<file path="src/rtl/xm23_fetch_pkg.sv">
// Shared types and constants for the XM23 stage-1 instruction fetch block.
package xm23_fetch_pkg;

  typedef enum logic [2:0] {
    StStart,
    StReq,
    StHold,
    StNext,
    StDrain,
    StFault
  } fetch_state_e;

  localparam logic [15:0] ResetVector = 16'h0000;

  // Width of the request watchdog counter; bounds TIMEOUT_CYCLES to 1..255.
  localparam int unsigned WdogWidth = 8;

endpackage

</file>
<file path="src/rtl/xm23_fetch_watchdog.sv">
// Unacknowledged-request watchdog for the XM23 fetch stage.
// expired is combinational so the fault lands on the edge that ends the
// limit-th unacknowledged cycle.
module xm23_fetch_watchdog
  import xm23_fetch_pkg::*;
(
  input  logic                 clk,
  input  logic                 rst,
  input  logic                 count_en,
  input  logic                 clear,
  input  logic [WdogWidth-1:0] limit,
  output logic                 expired
);

  logic [WdogWidth-1:0] count_q;
  logic [WdogWidth:0]   count_next;

  assign count_next = {1'b0, count_q} + {{WdogWidth{1'b0}}, 1'b1};
  assign expired    = count_en && (count_next == {1'b0, limit});

  // Count unacknowledged request cycles; clear has priority over counting.
  always_ff @(posedge clk) begin
    if (rst || clear) begin
      count_q <= '0;
    end else if (count_en) begin
      count_q <= count_next[WdogWidth-1:0];
    end
  end

endmodule

</file>
<file path="src/rtl/xm23_fetch_stage.sv">
// XM23 stage-1 instruction fetch: fetch PC, req/ack handshake with instruction
// memory, instruction register for decode, mispredict redirect handling.
// Optional request timeout enabled by defining XM23_FETCH_TIMEOUT_EN.
module xm23_fetch_stage
  import xm23_fetch_pkg::*;
#(
  parameter logic [15:0] RESET_PC       = ResetVector,
  parameter int unsigned TIMEOUT_CYCLES = 255
) (
  input  logic        clk,
  input  logic        rst,
  input  logic [7:0]  stall,
  input  logic [15:0] pc_next_in,
  input  logic        redirect,
  input  logic [15:0] redirect_pc,
  output logic        imem_req,
  output logic [15:0] imem_addr,
  input  logic        imem_ack,
  input  logic [15:0] imem_rdata,
  output logic [15:0] ir,
  output logic        ir_valid,
  output logic [15:0] pc_out,
  output logic [2:0]  three_msb,
  output logic [12:0] thirteen_lsb,
  output logic        fetch_fault
);

  if (TIMEOUT_CYCLES == 0 || TIMEOUT_CYCLES > (2 ** WdogWidth) - 1) begin : g_bad_timeout
    $error("TIMEOUT_CYCLES must be within 1..255");
  end

  fetch_state_e state_q, state_d;
  logic [15:0]  fetch_pc_q, fetch_pc_d;
  logic [15:0]  addr_q, addr_d;
  logic [15:0]  buf_q, buf_d;
  logic [15:0]  ir_q, ir_d;
  logic [15:0]  pc_out_q, pc_out_d;
  logic         ir_valid_q, ir_valid_d;
  logic         fault_q, fault_d;
  logic         stalled;
  logic         wd_expired;

  assign stalled = |stall;

`ifdef XM23_FETCH_TIMEOUT_EN
  logic wd_count_en;

  assign wd_count_en = ((state_q == StReq) || (state_q == StDrain)) && !imem_ack;

  xm23_fetch_watchdog u_watchdog (
    .clk      (clk),
    .rst      (rst),
    .count_en (wd_count_en),
    .clear    (!wd_count_en),
    .limit    (WdogWidth'(TIMEOUT_CYCLES)),
    .expired  (wd_expired)
  );
`else
  assign wd_expired = 1'b0;
`endif

  // Next-state logic: timeout, then redirect, then the normal fetch sequence.
  always_comb begin
    state_d    = state_q;
    fetch_pc_d = fetch_pc_q;
    addr_d     = addr_q;
    buf_d      = buf_q;
    ir_d       = ir_q;
    pc_out_d   = pc_out_q;
    ir_valid_d = 1'b0;
    fault_d    = fault_q;

    if (wd_expired && (state_q != StFault)) begin
      fault_d = 1'b1;
      state_d = StFault;
    end else if (redirect && (state_q != StFault)) begin
      // Any buffered word is simply abandoned; buf is rewritten before reuse.
      fetch_pc_d = redirect_pc;
      unique case (state_q)
        StReq: begin
          if (imem_ack) begin
            addr_d  = redirect_pc;
            state_d = StReq;
          end else begin
            // Keep the outstanding request intact until memory completes it.
            state_d = StDrain;
          end
        end
        StDrain: begin
          // An ack here closes the old transfer, so the restart can go out now.
          if (imem_ack) begin
            addr_d  = redirect_pc;
            state_d = StReq;
          end
        end
        default: begin
          addr_d  = redirect_pc;
          state_d = StReq;
        end
      endcase
    end else begin
      unique case (state_q)
        StStart: begin
          addr_d  = fetch_pc_q;
          state_d = StReq;
        end
        StReq: begin
          if (imem_ack) begin
            if (stalled) begin
              buf_d   = imem_rdata;
              state_d = StHold;
            end else begin
              ir_d       = imem_rdata;
              pc_out_d   = addr_q;
              ir_valid_d = 1'b1;
              state_d    = StNext;
            end
          end
        end
        StHold: begin
          if (!stalled) begin
            ir_d       = buf_q;
            pc_out_d   = addr_q;
            ir_valid_d = 1'b1;
            state_d    = StNext;
          end
        end
        StNext: begin
          fetch_pc_d = pc_next_in;
          addr_d     = pc_next_in;
          state_d    = StReq;
        end
        StDrain: begin
          if (imem_ack) begin
            addr_d  = fetch_pc_q;
            state_d = StReq;
          end
        end
        StFault: ;
        default: state_d = StStart;
      endcase
    end
  end

  // State and datapath registers.
  always_ff @(posedge clk) begin
    if (rst) begin
      state_q    <= StStart;
      fetch_pc_q <= RESET_PC;
      addr_q     <= RESET_PC;
      buf_q      <= 16'h0000;
      ir_q       <= 16'h0000;
      pc_out_q   <= RESET_PC;
      ir_valid_q <= 1'b0;
      fault_q    <= 1'b0;
    end else begin
      state_q    <= state_d;
      fetch_pc_q <= fetch_pc_d;
      addr_q     <= addr_d;
      buf_q      <= buf_d;
      ir_q       <= ir_d;
      pc_out_q   <= pc_out_d;
      ir_valid_q <= ir_valid_d;
      fault_q    <= fault_d;
    end
  end

  assign imem_req     = (state_q == StReq) || (state_q == StDrain);
  assign imem_addr    = addr_q;
  assign ir           = ir_q;
  assign ir_valid     = ir_valid_q;
  assign pc_out       = pc_out_q;
  assign three_msb    = ir_q[15:13];
  assign thirteen_lsb = ir_q[12:0];
  assign fetch_fault  = fault_q;

endmodule

</file>
<file path="config.mk">
export PLATFORM = sky130hd
export DESIGN_NAME = xm23_fetch_stage
export DESIGN_NICKNAME = d
export VERILOG_FILES = /design/src/rtl/xm23_fetch_pkg.sv /design/src/rtl/xm23_fetch_watchdog.sv /design/src/rtl/xm23_fetch_stage.sv
export SDC_FILE = /design/constraint.sdc
export NUM_CORES = 1
export LEC_CHECK = 0
export ABC_AREA = 1
export CAP_MARGIN = 15
export CORE_MARGIN = 10
export CORE_UTILIZATION = 29
export CTS_BUF_LIST = sky130_fd_sc_hd__clkbuf_8
export DETAILED_ROUTE_END_ITERATION = 8
export MAX_ROUTING_LAYER = met4
export PLACE_DENSITY_LB_ADDON = 0.12
export SLEW_MARGIN = 15
export SYNTH_ARGS = -nofsm -noshare
export SYNTH_HDL_FRONTEND = slang
export SYNTH_SLANG_ARGS = --single-unit
</file>
<file path="constraint.sdc">
create_clock -name clk -period 3.2 [get_ports clk]
set_clock_uncertainty 0.2 [all_clocks]
set_input_delay 0.96 -clock clk [delete_from_list [all_inputs] [get_ports clk]]
set_output_delay 0.96 -clock clk [all_outputs]
set_load 0.05 [all_outputs]
</file>
Yosys cells after proc, flatten, opt, wreduce, memory -nomap -nowiden --
Cells that the tools add are included.
Operators by class: bitwise operators 1, muxes and demuxes 25, reductions and logical operators 15, equality and inequality tests 14
Operators with widths (number):
- two-way mux 16 bit | 11
- one-hot mux 16 bit (2 select lines) | 2
- one-hot mux 16 bit (3 select lines) | 1
- two-way mux 3 bit | 5
- != test 3 bit (second input constant) | 5
- one-hot mux 3 bit (5 select lines) | 1
- AND reduction 3 bit | 3
- != test 2 bit (second input constant) | 4
- OR reduction 8 bit | 1
- == test 3 x 2 -> 1 bit (second input constant) | 2
- == test 3 bit (second input constant) | 2
- one-hot mux 3 bit (2 select lines) | 1
- OR reduction 2 bit | 3
- AND reduction 5 bit | 1
- AND reduction 4 bit | 1
- nonzero test 2 bit | 2
- nonzero test 4 bit | 1
- == test 3 x 1 -> 1 bit (second input constant) | 1
- zero test 3 bit | 1
- two-way mux 1 bit | 3
- one-hot mux 1 bit (2 select lines) | 1
- logical AND 1 bit | 1
- logical OR 1 bit | 1
- NOT 1 bit | 1
Word-level totals: word-level logic and storage cells 62, input port bits 60, output and inout bits 67, flip-flop bits (word level) 84

Logic depth before layout (Yosys ltp) --
word-level depth 5, gate-level depth with buffers 11, depth with buffers taken out 11

Worst setup path before layout --
Ideal clock, no wire load.
kind in2reg, start in stall[7], end reg pc_out_q[10], in the netlist pc_out[10], required time 2.886 ns, buffers on the path 1, setup time 0.114 ns, stages 9, data arrival time 1.844 ns, path slack 1.041 ns, path through nor2_1 -> nand2_1 -> nor2_1 -> nand2_2 -> nor2_8 -> inv_4 -> buf_6 -> o21ai_1 -> nor2_1
Between the ends: cells in the longest elaborated chain, start to end 4
RTL lines:
- from (decl) | RTL line xm23_fetch_stage.sv:12 | input logic [7:0] stall,
- OR reduction 8 bit * | RTL line xm23_fetch_stage.sv:43 | assign stalled = |stall;
- two-way mux 16 bit *
- two-way mux 16 bit
- one-hot mux 16 bit (2 select lines) *
- to (signal assigned) | RTL line xm23_fetch_stage.sv:162 | pc_out_q <= pc_out_d;
- to (decl) | RTL line xm23_fetch_stage.sv:37 | logic [15:0] pc_out_q, pc_out_d;
Mark *: on every way between the ends. The rest lies on a longest branch, timed or not. The select of a mux whose other input is x is not followed. A chain may end at the register's enable or synchronous reset.

Final worst setup path --
start reg addr_q[9], in the netlist imem_addr[9], end out imem_addr[9]
RTL lines:
- from (decl) | RTL line xm23_fetch_stage.sv:34 | logic [15:0] addr_q, addr_d;
- from (signal assigned) | RTL line xm23_fetch_stage.sv:159 | addr_q <= addr_d;
- to (decl) | RTL line xm23_fetch_stage.sv:17 | output logic [15:0] imem_addr,
No word-level cell between the ends.

==> flow_summary.json <==
{
  "run_status": "finished, final reports clean",
  "final_util": 0.415,
  "critPathCaptureType": "output port",
  "ys_seq_area_frac": 0.446,
  "cts_hold_buf": 0,
  "p_leak_nw": 2.29,
  "syn_nets": 616,
  "clk_latency_ns": 0.36,
  "gp_congestion": 0.804,
  "syn_to_final_growth_pct": 39.7,
  "die_x_um": 134,
  "via_count": 3607,
  "pin_count": 127,
  "worst_ep_arrival_time_ns": 1.60,
  "crit_buf_inv": 1,
  "hold_class": "reg2reg",
  "irDropWorstVdd_mv": 0.213,
  "crit_slowest_cell": "clkdlybuf4s50_1",
  "die_h_um": 134,
  "synthDistinctLibCells": 23,
  "maxSlewHeadroom": 0.596,
  "cts_tree": "yes",
  "cts_sinks": 84,
  "dieArea_mm2": 0.0179,
  "tightest_slew_ns": 0.605,
  "final_hold_viol_count": 0,
  "grt_max_degree": 35,
  "grt_first_pass_wirelength_um": 18100,
  "initial_core_util": 0.297,
  "criticalPathCategory": "reg2out",
  "diodes": 0,
  "drt_first_iter_violations": 251,
  "placed_area_mm2": 0.00502,
  "htree_levels": 3,
  "nets": 714,
  "avgSynthCellArea_um2": 6.78,
  "viasPerCell": 4.35,
  "hpwl_um": 8430,
  "final_common_cell": "nand2_1",
  "core_mm2": 0.0127,
  "io_buffer_count": 125,
  "critPathMaxStageDelay_ns": 0.83,
  "syn_inst": 556,
  "ctsLongestPathBuffers": 2,
  "period_needed_ns": 2.76,
  "path_delay_family": "buffers and inverters",
  "powerDensity_mw_per_mm2": 496,
  "yosysWarnings": 0,
  "drtPass1Iterations": 4,
  "start_kind": "flip-flop",
  "wl_um": 11300,
  "std_cell_rows": 41,
  "antenna_found_initial": 0,
  "grt_util_all_layers": 0.127,
  "drive_above_1_share": 0.0548,
  "clk_pin_slew_ns": 0.09,
  "fmax_mhz": 363,
  "drc": 0,
  "final_area_mm2": 0.00526,
  "drt.antenna.violating_nets": 0,
  "overflow": 0,
  "netlist_area_mm2": 0.00377,
  "final_cell_mix": "nand2_1, clkdlybuf4s50_1, nor2_1, dfxtp_1, o21ai_0",
  "cp_cell_sequence": "clkdlybuf4s50_1",
  "period_share": 0.862,
  "rsz0062_at_grt": "false",
  "ys_ff_latch": 84,
  "setup_viol": 0,
  "clockRootBuffer": "clkbuf_8",
  "first_global_vias": 3500,
  "cp_max_fo": 3,
  "cts_buffers": 9,
  "fin_setup_tns_ns": 0,
  "wl_per_cell_um": 13.6,
  "cp.required_ns": 2.04,
  "slew_viol_final": 0,
  "maxCapViolations": 0,
  "power.total_w": 0.00261
}
## per-layer routing
| metal | part of all wire | global-route usage |
|---|---|---|
| met2 | 0.46 | 0.201 |
| met5 | 0 | - |
| met4 | 0.0097 | 0.0351 |
| met1 | 0.48 | 0.157 |
| met3 | 0.051 | 0.0336 |
## state kept, by name, indices dropped and copies added, names as in the netlist
signal      count
ir_valid        1
ir             16
state_q         3
imem_addr      16
buf_q          16
pc_out         16
fetch_pc_q     16
## worst paths after layout
path | start | endpoint | slack, ns | cells after the start
hold reg to reg | buf_q[11] | buf_q[11] | 0.25 | 2
setup reg to reg | state_q[2] | pc_out[14] | 0.95 | 8
setup / recovery | imem_addr[9] | imem_addr[9] | 0.44 | 1
hold / removal | buf_q[11] | buf_q[11] | 0.25 | 2
## report_power, final
part	leakage [nW]	switching [W]	total, W	internal (W)
registers	0.685	0.0000418	0.00115	0.00111
logic	1.49	0.000342	0.000550	0.000207
clock network	0.118	0.000380	0.000913	0.000533
total	2.29	0.000764	0.00261	0.00185
## synth_stat cells (all sizes together)
cell type / n / share of area
buf: 35 / 0.066
nand2: 160 / 0.16
nor3: 1 / 0.0013
conb: 1 / 0.0010
nand4: 1 / 0.0017
o21ai: 68 / 0.091
inv: 48 / 0.048
nor2: 100 / 0.10
dfxtp: 84 / 0.45
a31oi: 1 / 0.0017
nand3: 11 / 0.019
clkbuf: 10 / 0.010
a21oi: 36 / 0.048
## cell families after synthesis
logic type             Yosys count  synth area share
AND/OR/NAND/NOR                273             0.287
AO/OA/AOI/OAI                  105             0.141
buffers and inverters           93             0.125
flip-flops                      84             0.446
other                            1          0.000995
## stage by stage
stage / hold slack (ns) / std cells / setup slack, ns
5_1_grt: 0.265 / 829 / 0.370
6_report: 0.245 / 829 / 0.443
4_1_cts: 0.251 / 829 / 0.0921
3_3_place_gp: 0.232 / 815 / 0.527
3_5_place_dp: 0.239 / 815 / 0.469
2_1_floorplan: 0.225 / 556 / 1.04
## layout make-up
class                   instances  area [µm²]
repair buffers                132        1330
clock buffers                  10         138
clock inverters                 4        98.8
flip-flops and latches         84        1680
fillers                      1320        7410
multi-input cells             379        1620
inverters                      48         183
well taps                     172         215
## repair_timing
action / 4_1_cts / 5_1_grt
resized for setup: 0 / 1
hold endpoints to repair: 0 / 0
setup endpoints to repair: 0 / 1
buffers inserted: 0 / 0
Power figures use the tool's default switching activity.
==> RTL edit 1: new RTL, same flow settings <==
Add a define of `XM23_FETCH_TIMEOUT_EN`.
--- a/src/rtl/xm23_fetch_stage.sv
+++ b/src/rtl/xm23_fetch_stage.sv
@@ -1,6 +1,8 @@
 // XM23 stage-1 instruction fetch: fetch PC, req/ack handshake with instruction
 // memory, instruction register for decode, mispredict redirect handling.
 // Optional request timeout enabled by defining XM23_FETCH_TIMEOUT_EN.
+`define XM23_FETCH_TIMEOUT_EN
+
 module xm23_fetch_stage
   import xm23_fetch_pkg::*;
 #(
Function: same outputs for any inputs over 4 cycles, from zero or initial values and one cycle with rst high; that may be too few to reach the edited logic, so the function may still have changed.
==> RTL edit 1 against the unedited design <==
  * Global-route usage is 0.092 points lower
  * Worst setup slack lost 200 ps
  * Routed wire length increased by 15%
  * Cell count rose by 19%
  * Area after synthesis increased by 20%
  * Sequential power grew 9.6%
  * Sequential cell count rose by 9
  * First-iteration DRC count shrank 7.6%
  * Power up 2.9%
  * Cell area up 15%
  * Synthesized cell count rose by 22%
  * Critical path type unchanged
  * Critical endpoint is now imem_req
==> RTL edit 1: results (changes against the unedited design) <==
{| class="wikitable"
! Metric !! Value
|-
| Detailed Route Iter0 Violations || 232 (-7.6%)
|-
| Setup slack after placement || 297.7 ps (-170.9 ps)
|-
| Status || finished, final reports clean
|-
| Worst reg-to-reg setup slack || 1080 ps (+130 ps)
|-
| Worst supply voltage drop on vdd || 0.0002731 V (+28%)
|-
| Number of search-and-repair iterations in the first detailed-routing pass || 5 (+1)
|-
| Worst R2R Start || u_watchdog.count_q[1]$_SDFFE_PP0P_
|-
| Share of final-layout standard cells stronger than drive strength 1 || 0.04897 (-0.005825)
|-
| Static leakage || 2.581 nW (+13%)
|-
| Slowest CP cell || sky130_fd_sc_hd__dlygate4sd2_1
|-
| Maximum number of pins on one net before global-route repair || 65 (+86%)
|-
| R2r worst-path depth || 10 (+2)
|-
| Count of port buffers added during placement || 126 (+0.80%)
|-
| Post-detailed-placement half-perimeter wirelength || 9570 um (+14%)
|-
| CP Data Arrival Time || 1790 ps (+190 ps)
|-
| Post-synthesis net count || 741 (+20%)
|-
| Endpoint of the lowest-slack register-to-register path || fetch_pc_q[6]$_SDFFE_PP0P_
|-
| Cell Area, Placed || 0.005851 mm^2 (+16%)
|-
| Per-cell via count in the routed design || 4.449 (+2.2%)
|-
| Crit path capture || imem_req
|-
| Number of distinct library cells after synthesis || 25 (+8.7%)
|-
| CP max stage delay || 550 ps (-280 ps)
|-
| Destination of the worst hold path || buf_q[6]$_SDFFE_PP0P_
|-
| Worst hold-check slack || 252.9 ps (+7.398 ps)
|-
| Total number of vias || 4391 (+22%)
|-
| Instance count of the mapped netlist || 679 (+22%)
|-
| Post-placement cell count || 971 (+19%)
|-
| Biggest fanout along the worst timing path || 6 (+3)
|-
| Start point of the worst hold path || buf_q[6]$_SDFFE_PP0P_
|-
| Ranking of synthesized cells by instance count || sky130_fd_sc_hd__nand2_1 (118), sky130_fd_sc_hd__o21ai_0 (103), sky130_fd_sc_hd__dfxtp_1 (93), sky130_fd_sc_hd__inv_1 (93), sky130_fd_sc_hd__nor2_1 (86)
|-
| Via count of the first global-routing pass || 4115 (+18%)
|-
| Worst Max-Slew Pin Slew || 834.4 ps (+229.0 ps)
|-
| Net total in the final layout || 833 (+17%)
|-
| Post-synthesis sequential area ratio || 0.4118 (-0.03452)
|}
## RTL edit 1: cell type report
| class | count | area (um^2) |
|---|---|---|
| clock buffers | 9 | 123.9 |
| clock inverters | 7 | 82.58 |
| fillers | 1579 | 9203 |
| inverters | 100 | 377.9 |
| multi-input cells | 432 | 1981 |
| flip-flops and latches | 93 | 1862 |
| well taps | 211 | 264.0 |
| repair buffers | 135 | 1365 |
## RTL edit 1: per-layer routing
metal / wire [um] / vias to the layer above / GRT usage / share of wire
met2: 6338 / 123 / 0.2094 / 0.49
li1: - / 2320 / - / -
met5: 0 / - / - / 0
met1: 5685 / 1944 / 0.1491 / 0.44
met4: 77 / 0 / 0.02394 / 0.0060
met3: 832 / 4 / 0.03911 / 0.064
## RTL edit 1: cells by family after synthesis
kind of cell,Yosys count,share of synthesized area
AO/OA/AOI/OAI,186,0.2065
buffers and inverters,154,0.1511
AND/OR/NAND/NOR,243,0.2231
flip-flops,93,0.4118
adder cells (fa/ha/maj),2,0.005535
XOR/XNOR,1,0.001938
## RTL edit 1: timing repair
| item | CTS | global route |
|---|---|---|
| setup endpoints to repair | 1 | 0 |
| hold buffers | 0 | 0 |
| gates resized for setup | 1 | 0 |
## RTL edit 1: worst reg2reg max path, delay by kind of cell (launching register included)
kind,cells,cell delay (ps)
and+or+nand+nor,7,890
DFF,1,380
buffers and inverters,1,130
adders and majority gates,1,270
AOI/OAI and AO/OA,1,150
## RTL edit 1: power by group
part | total, W | switching, W | internal (W)
clock | 0.000845 | 0.000414 | 0.000431
sequential | 0.00126 | 0.0000370 | 0.00122
combinational | 0.000585 | 0.000362 | 0.000223
==> RTL edit 2: new RTL, same flow settings <==
Without the edit above. Reset style: asynchronous (`rst`), changed in one clocked block.
--- a/src/rtl/xm23_fetch_stage.sv
+++ b/src/rtl/xm23_fetch_stage.sv
@@ -143,7 +143,7 @@
   end
 
   // State and datapath registers.
-  always_ff @(posedge clk) begin
+  always_ff @(posedge clk or posedge rst) begin
     if (rst) begin
       state_q    <= StStart;
       fetch_pc_q <= RESET_PC;
Formal check against the unedited RTL: differs if rst is asserted again (counterexample within 4 cycles, from zero or initial values and one cycle with rst high); with rst held inactive, the same outputs for 4 cycles.
==> RTL edit 2 against the unedited design <==
  * Cell area up 2.6%
  * Sequential cell count unchanged
  * Routed wire length down 6.6%
  * Worst setup slack worse by 18 ps
  * Global-route usage down 1.0 points
  * Synthesized cell count down 9.5%
  * Area after synthesis up 3.7%
Power is not compared: it rests on default switching activity, and its combinational part moved more than twofold at a synthesized area within 25%.
==> RTL edit 2: results (changes against the unedited design) <==
{| class="wikitable"
! Metric !! Value
|-
| Crit path capture || three_msb[2]
|-
| Clock-cell share of area || 0.03544 (-0.009495)
|-
| Met3 Resource Use GR || 0.02841 (-0.005194)
|-
| Number of multi-input combinational cells in the layout || 338 (-11%)
|-
| Number of distinct library cells after synthesis || 22 (-4.3%)
|-
| Non-clock inverter count in the final layout || 44 (-8.3%)
|-
| R2r worst-path depth || 6 (-2)
|-
| Share of final-layout standard cells stronger than drive strength 1 || 0.05873 (+0.003933)
|-
| Status || finished, final reports clean
|-
| Detailed Route Iter0 Violations || 203 (-19%)
|-
| Net total in the final layout || 669 (-6.3%)
|-
| CP Data Arrival Time || 1620 ps (+20 ps)
|-
| Global-route track usage on met2 || 0.1836 (-0.01768)
|-
| Final std cells w/o fill || 789 (-4.8%)
|-
| Global-route wire length before repair || 16950 um (-6.5%)
|-
| Worst setup path startpoint || ir[15]$_DFFE_PP0P_
|-
| Met1 track utilization from global routing || 0.1459 (-0.01120)
|-
| Area of all sequential standard cells || 0.002102 mm^2 (+25%)
|-
| Cell types occupying the most area after synthesis || sky130_fd_sc_hd__dfrtp_1 (54%), sky130_fd_sc_hd__nand2_1 (25%), sky130_fd_sc_hd__o21ai_0 (6.3%)
|-
| Ranking of synthesized cells by instance count || sky130_fd_sc_hd__nand2_1 (260), sky130_fd_sc_hd__dfrtp_1 (84), sky130_fd_sc_hd__o21ai_0 (49)
|-
| Destination of the worst hold path || pc_out[15]$_DFFE_PP0P_
|-
| Post-synthesis compound-gate area fraction || 0.06600 (-0.07481)
|-
| Global Route Usage Sum || 0.1170 (-0.01032)
|-
| Post-detailed-placement half-perimeter wirelength || 7873 um (-6.6%)
|-
| Instance count of the mapped netlist || 503 (-9.5%)
|-
| Worst slew slack as a fraction of its limit || 0.4230 (-0.1729)
|}
## RTL edit 2: cell count changes after synthesis, moves of 7 or more
cell	delta
sky130_fd_sc_hd__o21ai_1	-7
sky130_fd_sc_hd__dfxtp_1	-84
sky130_fd_sc_hd__a21oi_1	-35
sky130_fd_sc_hd__o21ai_0	-11
sky130_fd_sc_hd__dfrtp_1	+84
sky130_fd_sc_hd__nor2_1	-89
sky130_fd_sc_hd__nand2_1	+103
## RTL edit 2: stage by stage
stage	utilization	area [um^2]	setup WS, ps	hold WS (ps)	total power [W]
final	0.4079	5401	425.0	279.0	0.004016
after global routing	0.4079	5401	360.2	298.0	0.004330
after CTS	0.4079	5401	383.7	284.7	0.004088
after detailed placement	0.3934	5210	288.3	264.0	0.003318
after global placement	0.3934	5210	371.1	255.7	0.003292
after floorplan	-	3909	909.1	253.4	0.002756
## RTL edit 2: metal layers
layer	wire, um	up-vias	part of all wire
met4	125	0	0.012
li1	-	1721	-
met3	541	7	0.051
met5	0	-	0
met1	4832	1448	0.46
met2	5046	84	0.48
